<file path="config.mk">
export PLATFORM = sky130hd
export DESIGN_NAME = rv32i_mem_stage
export DESIGN_NICKNAME = d
export VERILOG_FILES = /design/src/rtl/rv32i_mem_stage.sv
export SDC_FILE = /design/constraint.sdc
export NUM_CORES = 1
export LEC_CHECK = 0
export CELL_PAD_IN_SITES_DETAIL_PLACEMENT = 0
export CELL_PAD_IN_SITES_GLOBAL_PLACEMENT = 1
export CORE_UTILIZATION = 35
export CTS_CLUSTER_SIZE = 14
export DETAILED_ROUTE_END_ITERATION = 12
export PLACE_DENSITY_LB_ADDON = 0.05
export SETUP_SLACK_MARGIN = 0.5
export SYNTH_ARGS = -nofsm -noshare
export SYNTH_HDL_FRONTEND = slang
export SYNTH_SLANG_ARGS = --single-unit
</file>
<file path="constraint.sdc">
create_clock -name clk_i -period 2.85 [get_ports clk_i]
set_clock_uncertainty 0.2 [all_clocks]
set_input_delay 0.4275 -clock clk_i [delete_from_list [all_inputs] [get_ports clk_i]]
set_output_delay 0.4275 -clock clk_i [all_outputs]
set_load 0.01 [all_outputs]
</file>
<file path="src/rtl/rv32i_mem_stage.sv">
// rv32i memory-access stage: takes EX results, runs load/store transfers on a
// req/gnt/rvalid data bus and hands aligned results to writeback.
package rv32i_mem_pkg;
    typedef struct packed {
        logic [31:0] pc;
        logic [31:0] pc_plus4;
        logic [31:0] alu_result;
        logic [31:0] rs2_data;
        logic [4:0]  rd_addr;
        logic [1:0]  wb_sel;
        logic        mem_read;
        logic        mem_write;
        logic [1:0]  mem_size;
        logic        mem_unsigned;
        logic        reg_write;
    } ex_mem_payload_t;

    typedef struct packed {
        logic [31:0] pc;
        logic [31:0] pc_plus4;
        logic [31:0] alu_result;
        logic [31:0] load_data;
        logic [4:0]  rd_addr;
        logic [1:0]  wb_sel;
        logic        reg_write;
    } mem_wb_payload_t;
endpackage

module rv32i_mem_stage
    import rv32i_mem_pkg::*;
#(
    parameter int unsigned RVALID_TIMEOUT = 255
) (
    input  logic            clk_i,
    input  logic            rst_ni,
    input  logic            ex_valid_i,
    output logic            ex_ready_o,
    input  ex_mem_payload_t ex_payload_i,
    output logic            dmem_req_o,
    input  logic            dmem_gnt_i,
    output logic            dmem_we_o,
    output logic [3:0]      dmem_be_o,
    output logic [31:0]     dmem_addr_o,
    output logic [31:0]     dmem_wdata_o,
    input  logic            dmem_rvalid_i,
    input  logic [31:0]     dmem_rdata_i,
    input  logic            dmem_err_i,
    output logic            wb_valid_o,
    input  logic            wb_ready_i,
    output mem_wb_payload_t wb_payload_o,
    output logic [1:0]      mem_fault_o,
    output logic            busy_o
);
    localparam int CNT_W = (RVALID_TIMEOUT > 0) ? $clog2(RVALID_TIMEOUT + 1) : 1;

    typedef enum logic [1:0] {IDLE, REQ, WAIT} state_t;

    state_t          state;
    mem_wb_payload_t hold_pl;
    logic [1:0]      hold_size;
    logic            hold_uns;
    logic            hold_read;
    logic [1:0]      hold_off;
    logic [CNT_W-1:0] cnt;

    logic            accept;
    logic            is_mem;
    logic            misaligned;
    logic            timeout_hit;
    logic [3:0]      be_calc;
    logic [31:0]     wdata_calc;
    logic [31:0]     shifted;
    logic [31:0]     load_calc;
    mem_wb_payload_t direct_pl;
    mem_wb_payload_t resp_pl;
    mem_wb_payload_t tmo_pl;

    assign ex_ready_o = (state == IDLE) && (!wb_valid_o || wb_ready_i);
    assign accept     = ex_valid_i && ex_ready_o;
    assign busy_o     = (state != IDLE);
    assign is_mem     = ex_payload_i.mem_read || ex_payload_i.mem_write;
    assign misaligned = is_mem &&
                        (((ex_payload_i.mem_size == 2'b01) && ex_payload_i.alu_result[0]) ||
                         ((ex_payload_i.mem_size == 2'b10) && (ex_payload_i.alu_result[1:0] != 2'b00)));
    assign timeout_hit = (RVALID_TIMEOUT != 0) &&
                         ({{(32-CNT_W){1'b0}}, cnt} + 32'd1 >= RVALID_TIMEOUT);

    always_comb begin
        be_calc    = 4'b1111;
        wdata_calc = ex_payload_i.rs2_data;
        case (ex_payload_i.mem_size)
            2'b00: begin
                be_calc    = 4'b0001 << ex_payload_i.alu_result[1:0];
                wdata_calc = {4{ex_payload_i.rs2_data[7:0]}};
            end
            2'b01: begin
                be_calc    = ex_payload_i.alu_result[1] ? 4'b1100 : 4'b0011;
                wdata_calc = {2{ex_payload_i.rs2_data[15:0]}};
            end
            default: ;
        endcase
    end

    // Load alignment works from the held offset since the bus response arrives later.
    always_comb begin
        shifted   = dmem_rdata_i >> {hold_off, 3'b000};
        load_calc = shifted;
        case (hold_size)
            2'b00:   load_calc = hold_uns ? {24'b0, shifted[7:0]}
                                          : {{24{shifted[7]}}, shifted[7:0]};
            2'b01:   load_calc = hold_uns ? {16'b0, shifted[15:0]}
                                          : {{16{shifted[15]}}, shifted[15:0]};
            default: ;
        endcase
    end

    always_comb begin
        direct_pl.pc         = ex_payload_i.pc;
        direct_pl.pc_plus4   = ex_payload_i.pc_plus4;
        direct_pl.alu_result = ex_payload_i.alu_result;
        direct_pl.load_data  = 32'b0;
        direct_pl.rd_addr    = ex_payload_i.rd_addr;
        direct_pl.wb_sel     = ex_payload_i.wb_sel;
        direct_pl.reg_write  = ex_payload_i.reg_write && !misaligned;

        resp_pl              = hold_pl;
        resp_pl.load_data    = (hold_read && !dmem_err_i) ? load_calc : 32'b0;
        resp_pl.reg_write    = hold_pl.reg_write && !dmem_err_i;

        tmo_pl               = hold_pl;
        tmo_pl.load_data     = 32'b0;
        tmo_pl.reg_write     = 1'b0;
    end

    // Single FSM owning bus outputs, the holding register and the output slot.
    always_ff @(posedge clk_i) begin
        if (!rst_ni) begin
            state        <= IDLE;
            hold_pl      <= '0;
            hold_size    <= 2'b00;
            hold_uns     <= 1'b0;
            hold_read    <= 1'b0;
            hold_off     <= 2'b00;
            cnt          <= '0;
            dmem_req_o   <= 1'b0;
            dmem_we_o    <= 1'b0;
            dmem_be_o    <= 4'b0;
            dmem_addr_o  <= 32'b0;
            dmem_wdata_o <= 32'b0;
            wb_valid_o   <= 1'b0;
            wb_payload_o <= '0;
            mem_fault_o  <= 2'b00;
        end else begin
            if (wb_ready_i) begin
                wb_valid_o <= 1'b0;
            end
            case (state)
                IDLE: begin
                    if (accept) begin
                        hold_pl   <= direct_pl;
                        hold_size <= ex_payload_i.mem_size;
                        hold_uns  <= ex_payload_i.mem_unsigned;
                        hold_read <= ex_payload_i.mem_read;
                        hold_off  <= ex_payload_i.alu_result[1:0];
                        if (!is_mem || misaligned) begin
                            wb_valid_o   <= 1'b1;
                            wb_payload_o <= direct_pl;
                            mem_fault_o  <= misaligned ? 2'b01 : 2'b00;
                        end else begin
                            state        <= REQ;
                            dmem_req_o   <= 1'b1;
                            dmem_we_o    <= ex_payload_i.mem_write;
                            dmem_be_o    <= be_calc;
                            dmem_addr_o  <= {ex_payload_i.alu_result[31:2], 2'b00};
                            dmem_wdata_o <= wdata_calc;
                        end
                    end
                end
                REQ: begin
                    if (dmem_gnt_i) begin
                        state      <= WAIT;
                        dmem_req_o <= 1'b0;
                        dmem_we_o  <= 1'b0;
                        cnt        <= '0;
                    end
                end
                WAIT: begin
                    if (dmem_rvalid_i) begin
                        state        <= IDLE;
                        wb_valid_o   <= 1'b1;
                        wb_payload_o <= resp_pl;
                        mem_fault_o  <= dmem_err_i ? 2'b10 : 2'b00;
                    end else if (timeout_hit) begin
                        state        <= IDLE;
                        wb_valid_o   <= 1'b1;
                        wb_payload_o <= tmo_pl;
                        mem_fault_o  <= 2'b11;
                    end else if (cnt != '1) begin
                        cnt <= cnt + CNT_W'(1);
                    end
                end
                default: state <= IDLE;
            endcase
        end
    end
endmodule

</file>
==> results of run 1 <==
[kinds of logic after synthesis]
| family | count (synthesis) |
|---|---|
| buf+inv | 157 |
| simple gates | 961 |
| fa+ha+maj | 2 |
| flops | 325 |
| mux | 139 |
| compound gates | 324 |
| other cells | 1 |
[stage by stage]
| step | area (um2) | hold WS (ns) | total power [mW] |
|---|---|---|---|
| final | 20400 | 0.179 | 12.0 |
| after CTS | 20200 | 0.143 | 12.2 |
| after global routing | 20400 | 0.193 | 12.6 |
| after global placement | 18700 | 0.241 | 7.18 |
| after detailed placement | 18700 | 0.245 | 7.20 |
| after floorplan | 14300 | 0.232 | 6.16 |
[registers in the layout, indices dropped and copies added, names as in the netlist]
| signal | count |
|---|---|
| cnt | 8 |
| dmem_addr_o | 30 |
| dmem_be_o | 4 |
| dmem_req_o | 1 |
| dmem_wdata_o | 32 |
| dmem_we_o | 1 |
| hold_pl | 104 |
| hold_read | 1 |
| hold_size | 2 |
| hold_uns | 1 |
| mem_fault_o | 2 |
| state | 2 |
| wb_payload_o | 136 |
| wb_valid_o | 1 |
[synth_stat cells (6+ instances only)]
cell      instances
a32o_1           16
dfxtp_1         325
a22oi_1           8
nand2_1         863
a21oi_1         187
o211ai_1         11
mux2i_1         138
nand2b_1          6
o21ai_0          30
nor2b_1          14
a211oi_1         20
inv_1             9
o22ai_1          20
a311oi_1         10
buf_6            12
buf_1            15
nor2_1           45
clkbuf_1        112
nand3_1           7
[where the power goes]
part / leakage, nW / internal (mW) / switching (mW)
combinational: 5.11 / 1.04 / 1.13
sequential: 2.66 / 4.84 / 0.165
clock: 0.618 / 2.83 / 2.00
[worst max-delay path by stage]
stage                                start               end  slack [ns]
after floorplan                     cnt[0]  wb_payload_o[17]        0.56
after global placement    dmem_rdata_i[31]  wb_payload_o[32]        0.04
after detailed placement  dmem_rdata_i[31]  wb_payload_o[36]       0.004
after CTS                           cnt[0]  wb_payload_o[41]        0.50
after global routing                cnt[1]  wb_payload_o[65]        0.49
final                               cnt[3]  wb_payload_o[23]        0.56
[timing repair]
action	CTS	global route
gates cloned	3	3
pin swaps	4	4
hold buffers	0	0
endpoints found under the setup margin	143	127
buffers inserted	5	8
resized for setup	31	16
[layout make-up]
class	instances	area, um2
Clock buffer	59	1160
Clock inverter	12	83.8
Fill cell	3955	19700
Inverter	10	42.5
Multi-Input combinational cell	1428	7280
Sequential cell	325	6540
Tap cell	525	657
Timing Repair Buffer	444	4590
[tightest hold or removal path, cell delays in order]
cell,delay [ns]
clkbuf_8,0.27
nand2_1,0.12
o41ai_1,0.06
[per-layer routing]
layer | vias to the layer above | GRT usage, % | part of all wire [%]
li1 | 6967 | - | -
met1 | 6378 | 28.7 | 44
met2 | 381 | 38.1 | 47
met3 | 62 | 4.75 | 6.3
met4 | 0 | 7.12 | 2.3
met5 | - | 0 | 0
==> metrics, run 1 <==
initial antenna violation count 0; post-CTS clock slew at the launch and capture registers of the worst setup and hold paths 0.06 ns; cell area after synthesis 0.0143 mm2; setup slack, reg-to-reg 0.56 ns; setup TNS after final layout 0 ns; placed cell count 2713; status complete, no violations; antenna diode instance count 0; final-stage net count 2430; residual DRC count 0; area fraction in and, or, nand and nor cells after synthesis 26.2%; number of maximum-capacitance violations 0; Die Y 204 um; most used cells in the layout excluding fill and tap cells nand2_1 (862), clkdlybuf4s50_1 (385), dfxtp_1 (316); path depth of the worst reg2reg path 7; Pwr Density 590 mW/mm2; number of optimization iterations in the first detailed-route pass 5; number of global-route vias before repair 13200; series of cell instances along the critical path nand4_1 > or3_4 > a221oi_4 > o211ai_4 > buf_12 > buf_16 > a32o_1; routed via count 13800; YS warnings 0; insertion delay to the later sink of the worst-skew pair 0.56 ns; r2r startpoint cnt[3]; area leader, netlist dfxtp_1; xor/xnor cell area share of the yosys netlist 0%; CTS tree done; DP Wirelength 30700 um; antenna violation net count after detailed routing 0; syn_area_per_cell 7.51 um2; cell with the largest stage delay on the worst path dfxtp_4; Routed wire per std cell 17.3 um; count of unique library cells instantiated by Yosys 54; area of the die 0.0418 mm2; #FFs+latches synth 325; Clock Sinks 325; Tcrit/Tclk final 80.4%; area of the core region 0.0401 mm2; static leakage 8.39 nW; reg2reg end wb_payload_o[23]; slew margin rel. 48.6%; Worst Tran Pin Value 0.771 ns; Port-buffer cells 388; Max Freq 0.436 GHz; Crit path buffers/inverters 2; sum of routed wire length over all layers 48500 um; number of violations reported at the end of detailed-routing iteration 0 804; post-route worst setup slack 0.558 ns; cells after synthesis 1909; number of flops mapped to enable cells by yosys 0; H-Tree Level Count 2; Setup CP Type reg -> reg; Data required, critical path 3.08 ns; area added between synthesis and finish 42.0%; async set or reset register ratio after synthesis 0%; Slew Limit Fails 0; worst hold endpoint wb_valid_o; setup repair after global routing missed its margin true; post-synthesis sequential area ratio 45.4%; category of cells accounting for the largest share of critical-path delay compound AO/OA/AOI/OAI gates; fraction of final layout cells with drive strength greater than 1 6.76%; Slowest Stage Delay on Critical Path 0.38 ns; effective utilization at floorplan 35.8%; most common cell after layout, fill and taps aside nand2_1; number of buffers inserted during clock tree synthesis 39; sort of element at the end of the critical path flop; worst hold path startpoint rst_ni; Hold Path Cell Cnt 3; logic depth of the worst path, buffers included 7; overflow left after global routing 0; adder and majority cell fraction of the synthesized area 0.175%; largest net degree at the start of global routing 98; data arrival time of the worst path 2.52 ns; worst IR drop on VDD 0.464 mV; mux share of post-synthesis cell area 9.79%; Root Buffer clkbuf_16; Ports 391; final weighted congestion in routability-driven placement 0.852; non-filler instance count after layout 2803; Primary FF master, synth dfxtp_1; vias per std cell 4.92; largest driver fanout on the critical path 10; wire length of the first global-routing pass 74800 um; worst setup slack before clock tree synthesis 0.00436 ns; buffers from clock root to sink, at most 3; Final Hold Fails 0; number of setup violations in the final report 0; utilization after layout 50.8%; die width 204 um; top area cells in the synthesized netlist dfxtp_1 (45%), nand2_1 (23%), mux2i_1 (9.6%); element type at the critical path start flop; Synth Area in Compound Gates 13.6%; GRT Overall Usage 22.6%; top cell type's share of synthesized area 45.4%; fin crit period 2.29 ns; Hold WC Path Type in -> reg; site row count 73; combinational family with the most area after synthesis simple AND/OR/NAND/NOR gates
(Power assumes the default switching activity.)
==> run 2, diff against run 1 <==
Settings changed: CORE_UTILIZATION 35 to 31.
Clock period 2.85 ns to 2.1 ns, I/O delays scaled along.
==> run 2 against run 1 <==
Effect of this change: the flow now finishes with violations (negative setup slack); sequential power grew 36%; count of clock-buffer cells in the layout shrank 4; sequential share of layout area shrank 0.26 points; register-to-register slack lost 0.70 ns; cell count grew 5.1%; wire length grew 4.3%; largest power group unchanged.
==> metrics, run 2 (synthesized netlist as in run 1, its figures left out) <==
Tcrit/Tclk final 107% (+26 points); routed via count 14000 (+1.5%); post-route worst setup slack -0.145 ns (-0.703 ns); H-Tree Level Count 2 (unchanged); most common cell after layout, fill and taps aside nand2_1; buffers from clock root to sink, at most 3 (unchanged); number of optimization iterations in the first detailed-route pass 5 (unchanged); area added between synthesis and finish 44.0%; Data required, critical path 2.34 ns (-0.74 ns); count of fill cells added during filler insertion 4674 (+18%); Worst Tran Pin Value 0.691 ns (-0.0806 ns); failing checks negative setup slack; initial antenna violation count 3 (+3); number of buffers inserted during clock tree synthesis 39 (unchanged); Routed wire per std cell 17.2 um (-0.80%); residual DRC count 0 (unchanged); largest driver fanout on the critical path 25 (+15); reg2reg end wb_payload_o[116]; element type at the critical path start flop; post-CTS clock slew at the launch and capture registers of the worst setup and hold paths 0.06 ns (about the same); worst hold path startpoint rst_ni; Final Hold Fails 0 (unchanged); path depth of the worst reg2reg path 8 (+1); fraction of final layout cells with drive strength greater than 1 19.2% (+12 points); status finished with violations; Pwr Density 796 mW/mm2 (+35%); vias per std cell 4.75 (-3.5%); insertion delay to the later sink of the worst-skew pair 0.55 ns (about the same); number of maximum-capacitance violations 0 (unchanged); GRT Overall Usage 20.9% (-1.7 points); data arrival time of the worst path 2.48 ns (-0.04 ns); site row count 78 (+6.8%); antenna violation net count after detailed routing 0 (unchanged); fin crit period 2.24 ns (-0.0469 ns); setup slack, reg-to-reg -0.14 ns (-0.70 ns); CP Capture Point wb_payload_o[116]; Regs by FF count wb_payload_o (136), hold_pl (104), dmem_wdata_o (32); static leakage 9.10 nW (+8.5%); sum of routed wire length over all layers 50600 um (+4.3%); area of the core region 0.0455 mm2 (+13%); Clock Sinks 325 (unchanged); Hold WC Path Type in -> reg; area of the die 0.0471 mm2 (+13%); finished layout cell area 0.0206 mm2 (+1.4%); sort of element at the end of the critical path flop; Port-buffer cells 388 (unchanged); area taken by multi-input logic gates 0.00751 mm2 (+3.1%); number of setup violations in the final report 142 (+142); Die Y 217 um (+6.2%); non-filler instance count after layout 2946 (+5.1%); Slew Limit Fails 0 (unchanged); Root Buffer clkbuf_16; placed cell count 2861 (+5.5%); number of global-route vias before repair 13300 (+1.3%); worst IR drop on VDD 0.453 mV (-2.4%); CP startpoint cnt[0]; final-stage net count 2501 (+2.9%); number of violations reported at the end of detailed-routing iteration 0 780 (-3.0%); final weighted congestion in routability-driven placement 0.853 (+0.22%); die width 217 um (+6.2%); DP Wirelength 34200 um (+11%); area occupied by registers 0.00658 mm2 (+0.59%); post-place instance area 0.0195 mm2 (+4.4%); CTS tree done; Max Freq 0.445 GHz (+2.1%); most used cells in the layout excluding fill and tap cells nand2_1 (862), dfxtp_1 (279), clkdlybuf4s50_1 (218); effective utilization at floorplan 31.5% (-4.2 points); largest register by flop count wb_payload_o; overflow left after global routing 0 (unchanged); wire length of the first global-routing pass 77500 um (+3.5%); setup TNS after final layout -14.28 ns (-14.28 ns); Ports 391 (unchanged); slew margin rel. 53.8% (+5.2 points); Setup CP Type reg -> reg; largest net degree at the start of global routing 133 (+36%); r2r startpoint cnt[0]; flip-flop count of the largest register, all copies and words added 136 (unchanged); setup repair after global routing missed its margin true
run 2: changes by cell type in the layout (fill, tap and decap cells not counted), moves of 4 or more:
cell             previous run  this run
dfxtp_2                     1        41
buf_4                      35       110
buf_12                     12        24
clkbuf_2                    1       121
o21ai_0                    28        24
o22ai_1                    20         1
buf_6                       1        14
buf_2                       0        16
clkdlybuf4s50_1           385       218
dfxtp_1                   316       279
o22ai_2                     0        18
run 2: critical path: stages (launching register included):
cell and delay (ns):
dfxtp_4 0.37, buf_4 0.15, and2_1 0.17, o31a_1 0.32
o221ai_4 0.25, o211ai_4 0.17, buf_12 0.20, buf_12 0.16
mux2i_1 0.11
run 2: layout make-up:
| type | instances | area share [%] |
|---|---|---|
| Antenna cell | 3 | 0.0364 |
| Clock buffer | 55 | 5.46 |
| Clock inverter | 10 | 0.558 |
| Inverter | 10 | 0.206 |
| Multi-Input combinational cell | 1428 | 36.4 |
| Sequential cell | 325 | 31.9 |
| Tap cell | 600 | 3.64 |
| Timing Repair Buffer | 515 | 21.9 |
run 2: where the power goes:
group | switching (mW) | total (mW) | internal [mW]
combinational | 1.59 | 2.96 | 1.37
sequential | 0.224 | 6.81 | 6.59
clock | 2.68 | 6.65 | 3.97
total | 4.50 | 16.4 | 11.9
run 2: worst min-delay path by stage:
| stage | slack (ns) | endpoint | cells after the start |
|---|---|---|---|
| 3_5_place_dp | 0.25 | dmem_wdata_o[6] | 2 |
| 2_1_floorplan | 0.23 | hold_pl[0] | 2 |
| 6_report | 0.09 | cnt[3] | 4 |
| 4_1_cts | 0.06 | cnt[7] | 4 |
| 5_1_grt | 0.09 | cnt[3] | 4 |
| 3_3_place_gp | 0.24 | hold_pl[0] | 2 |
run 2: timing repair:
action,in CTS,in global routing
cloned,3,0
pin swaps,2,5
endpoints found under the setup margin,534,527
setup buffers,11,1
hold endpoints to repair,17,0
gates resized for setup,94,430
hold buffers,2,0
run 2: routing by layer:
layer	GRT usage (%)	share of wire [%]	up-vias
met5	0	0	-
li1	-	-	7101
met4	7.02	2.7	0
met2	35.2	48	306
met1	26.7	45	6507
met3	4.19	5.2	76
run 2: metrics by stage:
step           power [mW]  util, %  hold WS (ns)  setup WS, ns
6_report             16.4     45.4        0.0939        -0.145
5_1_grt              17.2     45.4        0.0908        -0.221
4_1_cts              16.8     46.3        0.0554        -0.146
3_5_place_dp         9.99     42.9         0.246        -0.422
3_3_place_gp         9.96     42.9         0.240        -0.418
2_1_floorplan        8.39        -         0.232        -0.138
